$ cat config.mk
export PLATFORM = sky130hd
export DESIGN_NAME = note_event_queue
export DESIGN_NICKNAME = d
export VERILOG_FILES = /design/src/rtl/note_event_queue.sv
export SDC_FILE = /design/constraint.sdc
export NUM_CORES = 1
export LEC_CHECK = 0
export BUFFER_PORTS_ARGS = -buffer_cell sky130_fd_sc_hd__buf_2
export CELL_PAD_IN_SITES_DETAIL_PLACEMENT = 0
export CELL_PAD_IN_SITES_GLOBAL_PLACEMENT = 1
export CORE_MARGIN = 2
export CORE_UTILIZATION = 40
export DETAILED_ROUTE_END_ITERATION = 8
export PLACE_DENSITY_LB_ADDON = 0.1
export SYNTH_ARGS = -nofsm -noshare
export SYNTH_HDL_FRONTEND = slang
export SYNTH_SLANG_ARGS = --single-unit
$ cat constraint.sdc
create_clock -name slow_clk -period 4.48 [get_ports slow_clk]
set_clock_uncertainty 0.1 [all_clocks]
set_input_delay 0 -clock slow_clk [delete_from_list [all_inputs] [get_ports slow_clk]]
set_output_delay 0 -clock slow_clk [all_outputs]
set_load 0.01 [all_outputs]
$ cat src/rtl/note_event_queue.sv
// note_event_queue: turns per-key press/release pulses into an ordered
// event FIFO, parking edges in pending bits while the FIFO is full.
module note_event_queue #(
    parameter int NKEYS = 8,
    parameter int DEPTH = 4,
    parameter int IDXW  = 3
) (
    input  logic                     slow_clk,
    input  logic                     rst_n,
    input  logic [NKEYS-1:0]         key_pos,
    input  logic [NKEYS-1:0]         key_neg,
    input  logic                     evt_ready,
    output logic                     evt_valid,
    output logic [IDXW-1:0]          evt_note,
    output logic                     evt_press,
    output logic [$clog2(DEPTH):0]   evt_count,
    input  logic                     clr_overflow,
    output logic                     overflow
);

    localparam int PW = $clog2(DEPTH);
    localparam int CW = PW + 1;
    localparam logic [CW-1:0] DEPTH_C = CW'(DEPTH);

    logic [NKEYS-1:0] pend_p_q, pend_p_d;
    logic [NKEYS-1:0] pend_r_q, pend_r_d;
    logic [PW-1:0]    wr_ptr_q, wr_ptr_d;
    logic [PW-1:0]    rd_ptr_q, rd_ptr_d;
    logic [CW-1:0]    count_q, count_d;
    logic             valid_q;
    logic             ovf_q, ovf_d;
    logic [IDXW-1:0]  note_mem_q [DEPTH];
    logic             press_mem_q [DEPTH];

    logic             cand;
    logic [IDXW-1:0]  sel_idx;
    logic             sel_press;
    logic             push, pop, lost;
    logic [NKEYS-1:0] onehot, clr_p, clr_r;

    // Pick the lowest-indexed key with anything pending; press before release.
    always_comb begin
        cand      = 1'b0;
        sel_idx   = '0;
        sel_press = 1'b0;
        for (int i = NKEYS - 1; i >= 0; i--) begin
            if (pend_p_q[i] | pend_r_q[i]) begin
                cand      = 1'b1;
                sel_idx   = IDXW'(i);
                sel_press = pend_p_q[i];
            end
        end
    end

    // Handshake, pending-bit bookkeeping, lost-edge detection and counters.
    always_comb begin
        pop    = valid_q & evt_ready;
        push   = cand & ((count_q != DEPTH_C) | pop);
        onehot = NKEYS'(1) << sel_idx;
        clr_p  = (push & sel_press)  ? onehot : '0;
        clr_r  = (push & ~sel_press) ? onehot : '0;
        // An edge on a bit that stays set this cycle has nowhere to go.
        lost   = (|(key_pos & pend_p_q & ~clr_p)) |
                 (|(key_neg & pend_r_q & ~clr_r));
        pend_p_d = (pend_p_q & ~clr_p) | key_pos;
        pend_r_d = (pend_r_q & ~clr_r) | key_neg;
        ovf_d    = (ovf_q & ~clr_overflow) | lost;
        wr_ptr_d = push ? wr_ptr_q + PW'(1) : wr_ptr_q;
        rd_ptr_d = pop  ? rd_ptr_q + PW'(1) : rd_ptr_q;
        count_d  = count_q;
        if (push & ~pop) begin
            count_d = count_q + CW'(1);
        end else if (pop & ~push) begin
            count_d = count_q - CW'(1);
        end
    end

    // State registers; reset drops every stored and pending event.
    always_ff @(posedge slow_clk or negedge rst_n) begin
        if (!rst_n) begin
            pend_p_q <= '0;
            pend_r_q <= '0;
            wr_ptr_q <= '0;
            rd_ptr_q <= '0;
            count_q  <= '0;
            valid_q  <= 1'b0;
            ovf_q    <= 1'b0;
        end else begin
            pend_p_q <= pend_p_d;
            pend_r_q <= pend_r_d;
            wr_ptr_q <= wr_ptr_d;
            rd_ptr_q <= rd_ptr_d;
            count_q  <= count_d;
            valid_q  <= (count_d != '0);
            ovf_q    <= ovf_d;
        end
    end

    // Event storage; cleared on reset so the head reads zero afterwards.
    always_ff @(posedge slow_clk or negedge rst_n) begin
        if (!rst_n) begin
            for (int i = 0; i < DEPTH; i++) begin
                note_mem_q[i]  <= '0;
                press_mem_q[i] <= 1'b0;
            end
        end else if (push) begin
            note_mem_q[wr_ptr_q]  <= sel_idx;
            press_mem_q[wr_ptr_q] <= sel_press;
        end
    end

    assign evt_valid = valid_q;
    assign evt_note  = note_mem_q[rd_ptr_q];
    assign evt_press = press_mem_q[rd_ptr_q];
    assign evt_count = count_q;
    assign overflow  = ovf_q;

endmodule

==> results of run 1 <==
power by group through the flow:
| stage | Clock, mW | Combinational, mW | Sequential [mW] |
|---|---|---|---|
| after CTS | 0.313 | 0.358 | 0.507 |
| final | 0.306 | 0.352 | 0.505 |
| after global placement | 0 | 0.345 | 0.513 |
| after floorplan | 0 | 0.263 | 0.491 |
| after detailed placement | 0 | 0.344 | 0.514 |
| after global routing | 0.331 | 0.408 | 0.516 |
registers in the layout, indices dropped and copies added, names as in the netlist:
name and count:
evt_valid 1, wr_ptr_q 2, pend_r_q 8, pend_p_q 8, press_mem_q 4, overflow 1, evt_count 3, rd_ptr_q 2
note_mem_q 12
through the flow:
step	util [%]	cells	total power, mW
global placement	44.4	314	0.858
global route	49.9	340	1.26
finish	49.9	340	1.16
CTS	49.9	340	1.18
detailed placement	44.4	314	0.857
floorplan	-	221	0.753
Yosys cell counts (2+ instances only):
library cell	n
sky130_fd_sc_hd__or3_1	3
sky130_fd_sc_hd__nand2_1	30
sky130_fd_sc_hd__mux4_2	4
sky130_fd_sc_hd__ha_1	7
sky130_fd_sc_hd__nor2_1	9
sky130_fd_sc_hd__nand3b_1	2
sky130_fd_sc_hd__clkbuf_1	3
sky130_fd_sc_hd__nor4_1	3
sky130_fd_sc_hd__or2_2	2
sky130_fd_sc_hd__nand3_1	4
sky130_fd_sc_hd__nor3_1	2
sky130_fd_sc_hd__or4_4	3
sky130_fd_sc_hd__a32oi_1	3
sky130_fd_sc_hd__o2111ai_1	2
sky130_fd_sc_hd__buf_2	2
sky130_fd_sc_hd__inv_1	13
sky130_fd_sc_hd__o211ai_1	3
sky130_fd_sc_hd__xnor2_1	5
sky130_fd_sc_hd__mux2_2	4
sky130_fd_sc_hd__nand4_1	4
sky130_fd_sc_hd__and2_1	2
sky130_fd_sc_hd__dfrtp_1	41
sky130_fd_sc_hd__o21ai_0	22
sky130_fd_sc_hd__a31oi_1	4
sky130_fd_sc_hd__a21o_1	6
sky130_fd_sc_hd__nand2b_1	9
sky130_fd_sc_hd__a211oi_1	2
how the worst max path moves through the flow:
stage / from / end / slack [ps] / depth (start not counted)
after global routing: pend_p_q[4] / overflow / 1390 / 7
after floorplan: pend_p_q[5] / note_mem_q[0] / 2070 / 7
after detailed placement: pend_p_q[4] / overflow / 1630 / 7
final: pend_p_q[4] / overflow / 1650 / 7
after CTS: pend_p_q[4] / overflow / 1610 / 7
after global placement: pend_p_q[4] / overflow / 1700 / 7
cells by family (layout without fill, tap and decap cells):
group	Yosys count	count (layout)	synth area share [%]
adder cells (fa/ha/maj)	7	7	3.93
AND/OR/NAND/NOR	81	81	19.7
buffers and inverters	20	67	3.99
AO/OA/AOI/OAI	59	59	18.3
multiplexers	8	8	6.07
XOR/XNOR	5	5	1.97
flip-flops	41	41	46.1
metal layers:
layer / GRT usage, % / vias up / wire, um
met3: 3.68 / 8 / 125
met4: 5.09 / 0 / 64
met5: 0 / - / 0
met2: 30.6 / 26 / 2470
li1: - / 904 / -
met1: 22.4 / 869 / 2350
layout make-up:
type                            count  area (um^2)  share of cell area, %
Multi-Input combinational cell    160         1110                   41.0
Sequential cell                    41         1030                   37.8
Timing Repair Buffer               46          320                   11.8
Tap cell                           72         90.1                   3.32
Clock buffer                        7         86.3                   3.18
Inverter                           13         48.8                   1.80
Clock inverter                      1         30.0                   1.11
repair_timing:
| item | CTS | global route |
|---|---|---|
| hold endpoints to repair | 60 | 0 |
| endpoints found under the setup margin | 0 | 0 |
| buffers inserted | 0 | 0 |
| hold buffers | 18 | 0 |
tightest hold or removal path: stages:
cell and delay [ps]:
sky130_fd_sc_hd__buf_2 100, sky130_fd_sc_hd__inv_1 40, sky130_fd_sc_hd__a32oi_1 50, sky130_fd_sc_hd__o221ai_1 120, sky130_fd_sc_hd__a211oi_1 70, sky130_fd_sc_hd__o2111ai_1 90
sky130_fd_sc_hd__or2_1 100
==> results.rst, run 1 <==
.. list-table::
   :header-rows: 1

   * - Metric
     - Value
   * - Result of the run
     - finished, final reports clean
   * - Initial Util
     - 40.9%
   * - Filler cell count in the final layout
     - 522
   * - Share of power burned in the clock network
     - 26.3%
   * - Antenna cells
     - 0
   * - Register clock-pin slew on the reported worst setup and hold paths
     - 70 ps
   * - Largest fanout on the critical path
     - 11
   * - Number of gates given a new drive strength after cts
     - 0
   * - Number of global-route vias before repair
     - 1852
   * - Highest-count cells in the layout ignoring fill and taps
     - sky130_fd_sc_hd__dfrtp_1 (41), sky130_fd_sc_hd__nand2_1 (30), sky130_fd_sc_hd__buf_2 (28)
   * - Vias after detailed routing
     - 1807
   * - Cell area after placement
     - 0.00242 mm^2
   * - Die boundary height
     - 78.6 um
   * - Total track usage
     - 17.7%
   * - Dpl hpwl
     - 3730 um
   * - Number of endpoints failing setup at the final stage
     - 0
   * - CP max stage delay
     - 570 ps
   * - Switching part of the total
     - 32.7%
   * - Number of buffer and inverter instances along the worst setup path
     - 0
   * - Most common library cell in the layout ignoring fill and taps
     - sky130_fd_sc_hd__dfrtp_1
   * - Weighted congestion at the end of routability-driven global placement
     - 0.755
   * - CP top delay family
     - simple AND/OR/NAND/NOR gates
   * - Area added between synthesis and finish
     - 21.9%
   * - Fraction of post-synthesis cell area in the top cell type by area
     - 46.1%
   * - Maximum clock rate
     - 0.353 GHz
   * - Largest cells by area after synthesis
     - sky130_fd_sc_hd__dfrtp_1 (46%), sky130_fd_sc_hd__nand2_1 (5.1%), sky130_fd_sc_hd__o21ai_0 (4.9%)
   * - Post-synth net total
     - 248
   * - Fraction of registers with async set or reset after synthesis
     - 100%
   * - Initial DRC Count
     - 56
   * - Crit start category
     - register
   * - Peak VDD IR
     - 0.213 mV
   * - TritonCTS Buffers
     - 5
   * - Proportion of power drawn by combinational gates
     - 30.3%
   * - Die Span X
     - 78.6 um
   * - Congestion Overflow GR
     - 0
   * - Capture endpoint of the worst hold path
     - overflow
   * - Number of flops mapped to enable cells by yosys
     - 0
   * - Buffers added on ports
     - 28
   * - Final-stage net count
     - 294
   * - Worst endpoint data arrival time
     - 2900 ps
   * - Count of nets left with antenna violations after detail routing
     - 0
   * - Cells after synthesis
     - 221
   * - Type of the worst setup path
     - reg -> reg
   * - Drt wl/cell
     - 14.7 um
   * - Post-synthesis average cell area
     - 10.1 um^2
   * - Worst-path cell chain
     - or3_1, or3_1, o22ai_1, a31oi_1, nor4_1, o2111ai_1, or2_1
   * - Core Box Area
     - 0.00544 mm^2
   * - Synth warn
     - 0
   * - Netlist Area Pre-Place
     - 0.00223 mm^2
   * - H-tree level count
     - 2
   * - Critical path endpoint category
     - register
   * - Slew HR
     - 38.5%
   * - Sequential area share after synthesis
     - 46.1%
   * - Clock latency of the later-clocked register in the worst-skew pair
     - 290 ps
   * - Fraction of layout instances using a drive strength above 1
     - 19.4%
   * - Final count of pins violating max slew
     - 0
   * - Slowest-stage cell, CP
     - sky130_fd_sc_hd__o22ai_1
   * - Post-place setup slack
     - 1630 ps
   * - Cell accounting for the most synthesized area
     - sky130_fd_sc_hd__dfrtp_1
   * - Cell-internal power
     - 0.783 mW
   * - Least-Margin Pin Slew
     - 922 ps
   * - Global-route wire length before repair
     - 8620 um
   * - TritonCTS clock tree
     - yes
   * - Sequential share of power
     - 43.4%
   * - Vias per cell
     - 5.31
   * - Die outline area
     - 0.00618 mm^2
   * - Depth of the worst register-to-register path
     - 7
   * - Most common cell type on the critical path
     - sky130_fd_sc_hd__or3_1
   * - Beginning of the worst register-to-register path
     - pend_p_q[4]
   * - Setup total negative slack
     - 0 ps
   * - Crit share post-route
     - 63.2%
   * - Largest net degree at the start of global routing
     - 42
   * - Worst Hold Slack
     - 209 ps
   * - Launch point of the worst hold path
     - clr_overflow
   * - Class of the worst hold path
     - in -> reg
   * - Largest buffer count on any clock path
     - 2
   * - Data required time of the worst path
     - 4550 ps
   * - Static Leak
     - 1.15 nW
   * - Final hold violation count
     - 0
   * - Number of clock sinks
     - 41
   * - Number of register bits inferred by synthesis
     - 41
   * - Clock root cell
     - sky130_fd_sc_hd__clkbuf_8
   * - Period minus WS final
     - 2830 ps
   * - Worst hold path stage count
     - 7
   * - FP Rows
     - 27
   * - First-pass DRT Iterations
     - 4
   * - Final worst-path setup slack
     - 1650 ps
   * - Worst R2R Setup Slack
     - 1650 ps
   * - Cell variety after synth
     - 54
   * - Capture point of the worst reg-to-reg path
     - overflow
   * - Post-route cell area
     - 0.00271 mm^2
   * - Primary FF master, synth
     - sky130_fd_sc_hd__dfrtp_1
   * - Power per cell area
     - 429 mW/mm^2
   * - Total DRC errors in the routed layout
     - 0
   * - P_sw
     - 0.381 mW
   * - Initial antenna violation count
     - 0
   * - Detailed Route WL
     - 5010 um
   * - Number of top-level pins
     - 29
   * - Setup repair after global routing missed its margin
     - no
   * - Max-cap violation count
     - 0
No activity file was read; power rests on OpenSTA's default activity.
==> run 2: changes to the inputs <==
clock period = 2.45 ns   (was 4.48 ns; I/O delays follow)
==> results.rst, run 2 (same netlist as run 1, synthesis figures left out) <==
.. list-table::
   :header-rows: 1

   * - Metric
     - Value
   * - Peak VDD IR
     - 0.336 mV
   * - Class of the worst hold path
     - in -> reg
   * - CP top delay family
     - simple AND/OR/NAND/NOR gates
   * - Area added between synthesis and finish
     - 52.5%
   * - TritonCTS clock tree
     - yes
   * - Period minus WS final
     - 2420 ps
   * - Initial antenna violation count
     - 0
   * - Result of the run
     - finished, final reports clean
   * - Cell total after placement
     - 362
   * - Number of endpoints failing setup at the final stage
     - 0
   * - Final cell count without fillers
     - 405
   * - Number of top-level pins
     - 29
   * - Largest regs
     - note_mem_q: 12 flops, pend_p_q: 8 flops, pend_r_q: 8 flops
   * - Power per cell area
     - 673 mW/mm^2
   * - Die outline area
     - 0.00618 mm^2
   * - Worst hold path stage count
     - 7
   * - Least-Margin Pin Slew
     - 920 ps
   * - Worst-path cell chain
     - buf_6, or4_4, nor4_4, buf_6, nor2_4, nand2_2, nand2_2, xnor2_2, or3_1
   * - Count of nets left with antenna violations after detail routing
     - 0
   * - Fraction of layout instances using a drive strength above 1
     - 43.8%
   * - Detailed Route WL
     - 5970 um
   * - Final hold violation count
     - 0
   * - Total track usage
     - 19.8%
   * - Worst R2R Setup Slack
     - 30 ps
   * - Cell area after placement
     - 0.00278 mm^2
   * - Total DRC errors in the routed layout
     - 0
   * - Congestion Overflow GR
     - 0
   * - TritonCTS Buffers
     - 5
   * - Largest net degree at the start of global routing
     - 42
   * - Vias per cell
     - 5.17
   * - Slew HR
     - 38.7%
   * - Capture point of the worst reg-to-reg path
     - evt_valid
   * - Critical path endpoint category
     - register
   * - Dpl hpwl
     - 4140 um
   * - Post-route cell area
     - 0.00340 mm^2
   * - Crit start category
     - register
   * - Number of global-route vias before repair
     - 2051
   * - Initial DRC Count
     - 65
   * - Largest register FFs
     - 12
   * - First-pass DRT Iterations
     - 4
   * - Max-cap violation count
     - 0
   * - Core Box Area
     - 0.00544 mm^2
   * - FP Rows
     - 27
   * - CP max stage delay
     - 550 ps
   * - Slowest-stage cell, CP
     - sky130_fd_sc_hd__or4_4
   * - Initial Util
     - 40.9%
   * - Antenna cells
     - 0
   * - Type of the worst setup path
     - reg -> reg
   * - H-tree level count
     - 2
   * - Beginning of the worst register-to-register path
     - pend_r_q[3]
   * - Setup repair after global routing missed its margin
     - yes
   * - Crit share post-route
     - 98.8%
   * - Buffers added on ports
     - 28
   * - Capture endpoint of the worst hold path
     - overflow
   * - Final-stage net count
     - 359
   * - Number of clock sinks
     - 41
   * - Largest fanout on the critical path
     - 7
   * - Worst endpoint data arrival time
     - 2500 ps
   * - Die Span X
     - 78.6 um
   * - Number of buffer and inverter instances along the worst setup path
     - 2
   * - Weighted congestion at the end of routability-driven global placement
     - 0.905
   * - Clock root cell
     - sky130_fd_sc_hd__clkbuf_8
   * - Maximum clock rate
     - 0.413 GHz
   * - Highest-count cells in the layout ignoring fill and taps
     - sky130_fd_sc_hd__buf_4 (54), sky130_fd_sc_hd__dfrtp_1 (37), sky130_fd_sc_hd__buf_2 (28)
   * - Most common library cell in the layout ignoring fill and taps
     - sky130_fd_sc_hd__buf_4
   * - Vias after detailed routing
     - 2093
   * - Launch point of the worst hold path
     - clr_overflow
   * - Register clock-pin slew on the reported worst setup and hold paths
     - 90 ps
   * - Global-route wire length before repair
     - 9630 um
   * - Clock latency of the later-clocked register in the worst-skew pair
     - 300 ps
   * - Final count of pins violating max slew
     - 0
   * - Static Leak
     - 1.51 nW
   * - Drt wl/cell
     - 14.7 um
   * - Largest buffer count on any clock path
     - 2
   * - Data required time of the worst path
     - 2530 ps
   * - Reg with most FFs
     - note_mem_q
   * - Depth of the worst register-to-register path
     - 9
   * - Die boundary height
     - 78.6 um
[run 2: final cells by class]
class	instances	area, um^2
Multi-Input combinational cell	160	1280
Timing Repair Buffer	111	858
Inverter	13	48.8
Fill cell	456	2040
Tap cell	72	90.1
Clock buffer	5	68.8
Sequential cell	41	1030
Clock inverter	3	17.5
[run 2: power breakdown]
group	leakage, nW	internal, mW	switching [mW]
logic	1.01	0.502	0.426
clock network	0.0439	0.197	0.248
registers	0.457	0.803	0.111
total	1.51	1.50	0.785
[run 2: stage by stage]
stage | hold slack [ps] | total power [mW] | setup WS (ps) | utilization, % | setup TNS, ps
final | 165 | 2.29 | 29.2 | 62.5 | 0
after global routing | 211 | 2.46 | -64.1 | 62.5 | -118
after CTS | 181 | 2.19 | -33.7 | 56.4 | -33.7
after floorplan | -396 | 1.38 | 42.6 | - | 0
after global placement | 91.2 | 1.71 | -51.4 | 51.1 | -112
after detailed placement | 88.7 | 1.72 | -117 | 51.1 | -348
[run 2: worst max path at each step]
stage | to | start | slack [ps] | cells after the start
5_1_grt | overflow | pend_p_q[4] | -60 | 10
6_report | evt_valid | pend_r_q[3] | 30 | 9
3_3_place_gp | overflow | evt_count[0] | -50 | 9
3_5_place_dp | overflow | pend_p_q[4] | -120 | 7
4_1_cts | overflow | pend_p_q[1] | -30 | 6
2_1_floorplan | note_mem_q[0] | pend_p_q[5] | 40 | 7
[run 2: worst min-delay path: cells and delay by family]
family          cells  cell delay, ps
buf+inv             2             130
compound gates      4             290
simple gates        1              90
[run 2: metal layers]
metal | part of all wire, % | track usage (%) | up-vias
met5 | 0 | 0 | -
met2 | 51 | 33.8 | 30
met1 | 45 | 25.6 | 1022
met4 | 1.5 | 5.44 | 0
li1 | - | - | 1032
met3 | 2.4 | 3.79 | 9
[run 2: what timing repair did]
action | in CTS | in global routing
hold buffers | 18 | 0
hold endpoints to repair | 59 | 0
gates resized for setup | 3 | 48
setup buffers | 1 | 16
setup endpoints to repair | 6 | 6
pin swaps | 1 | 18
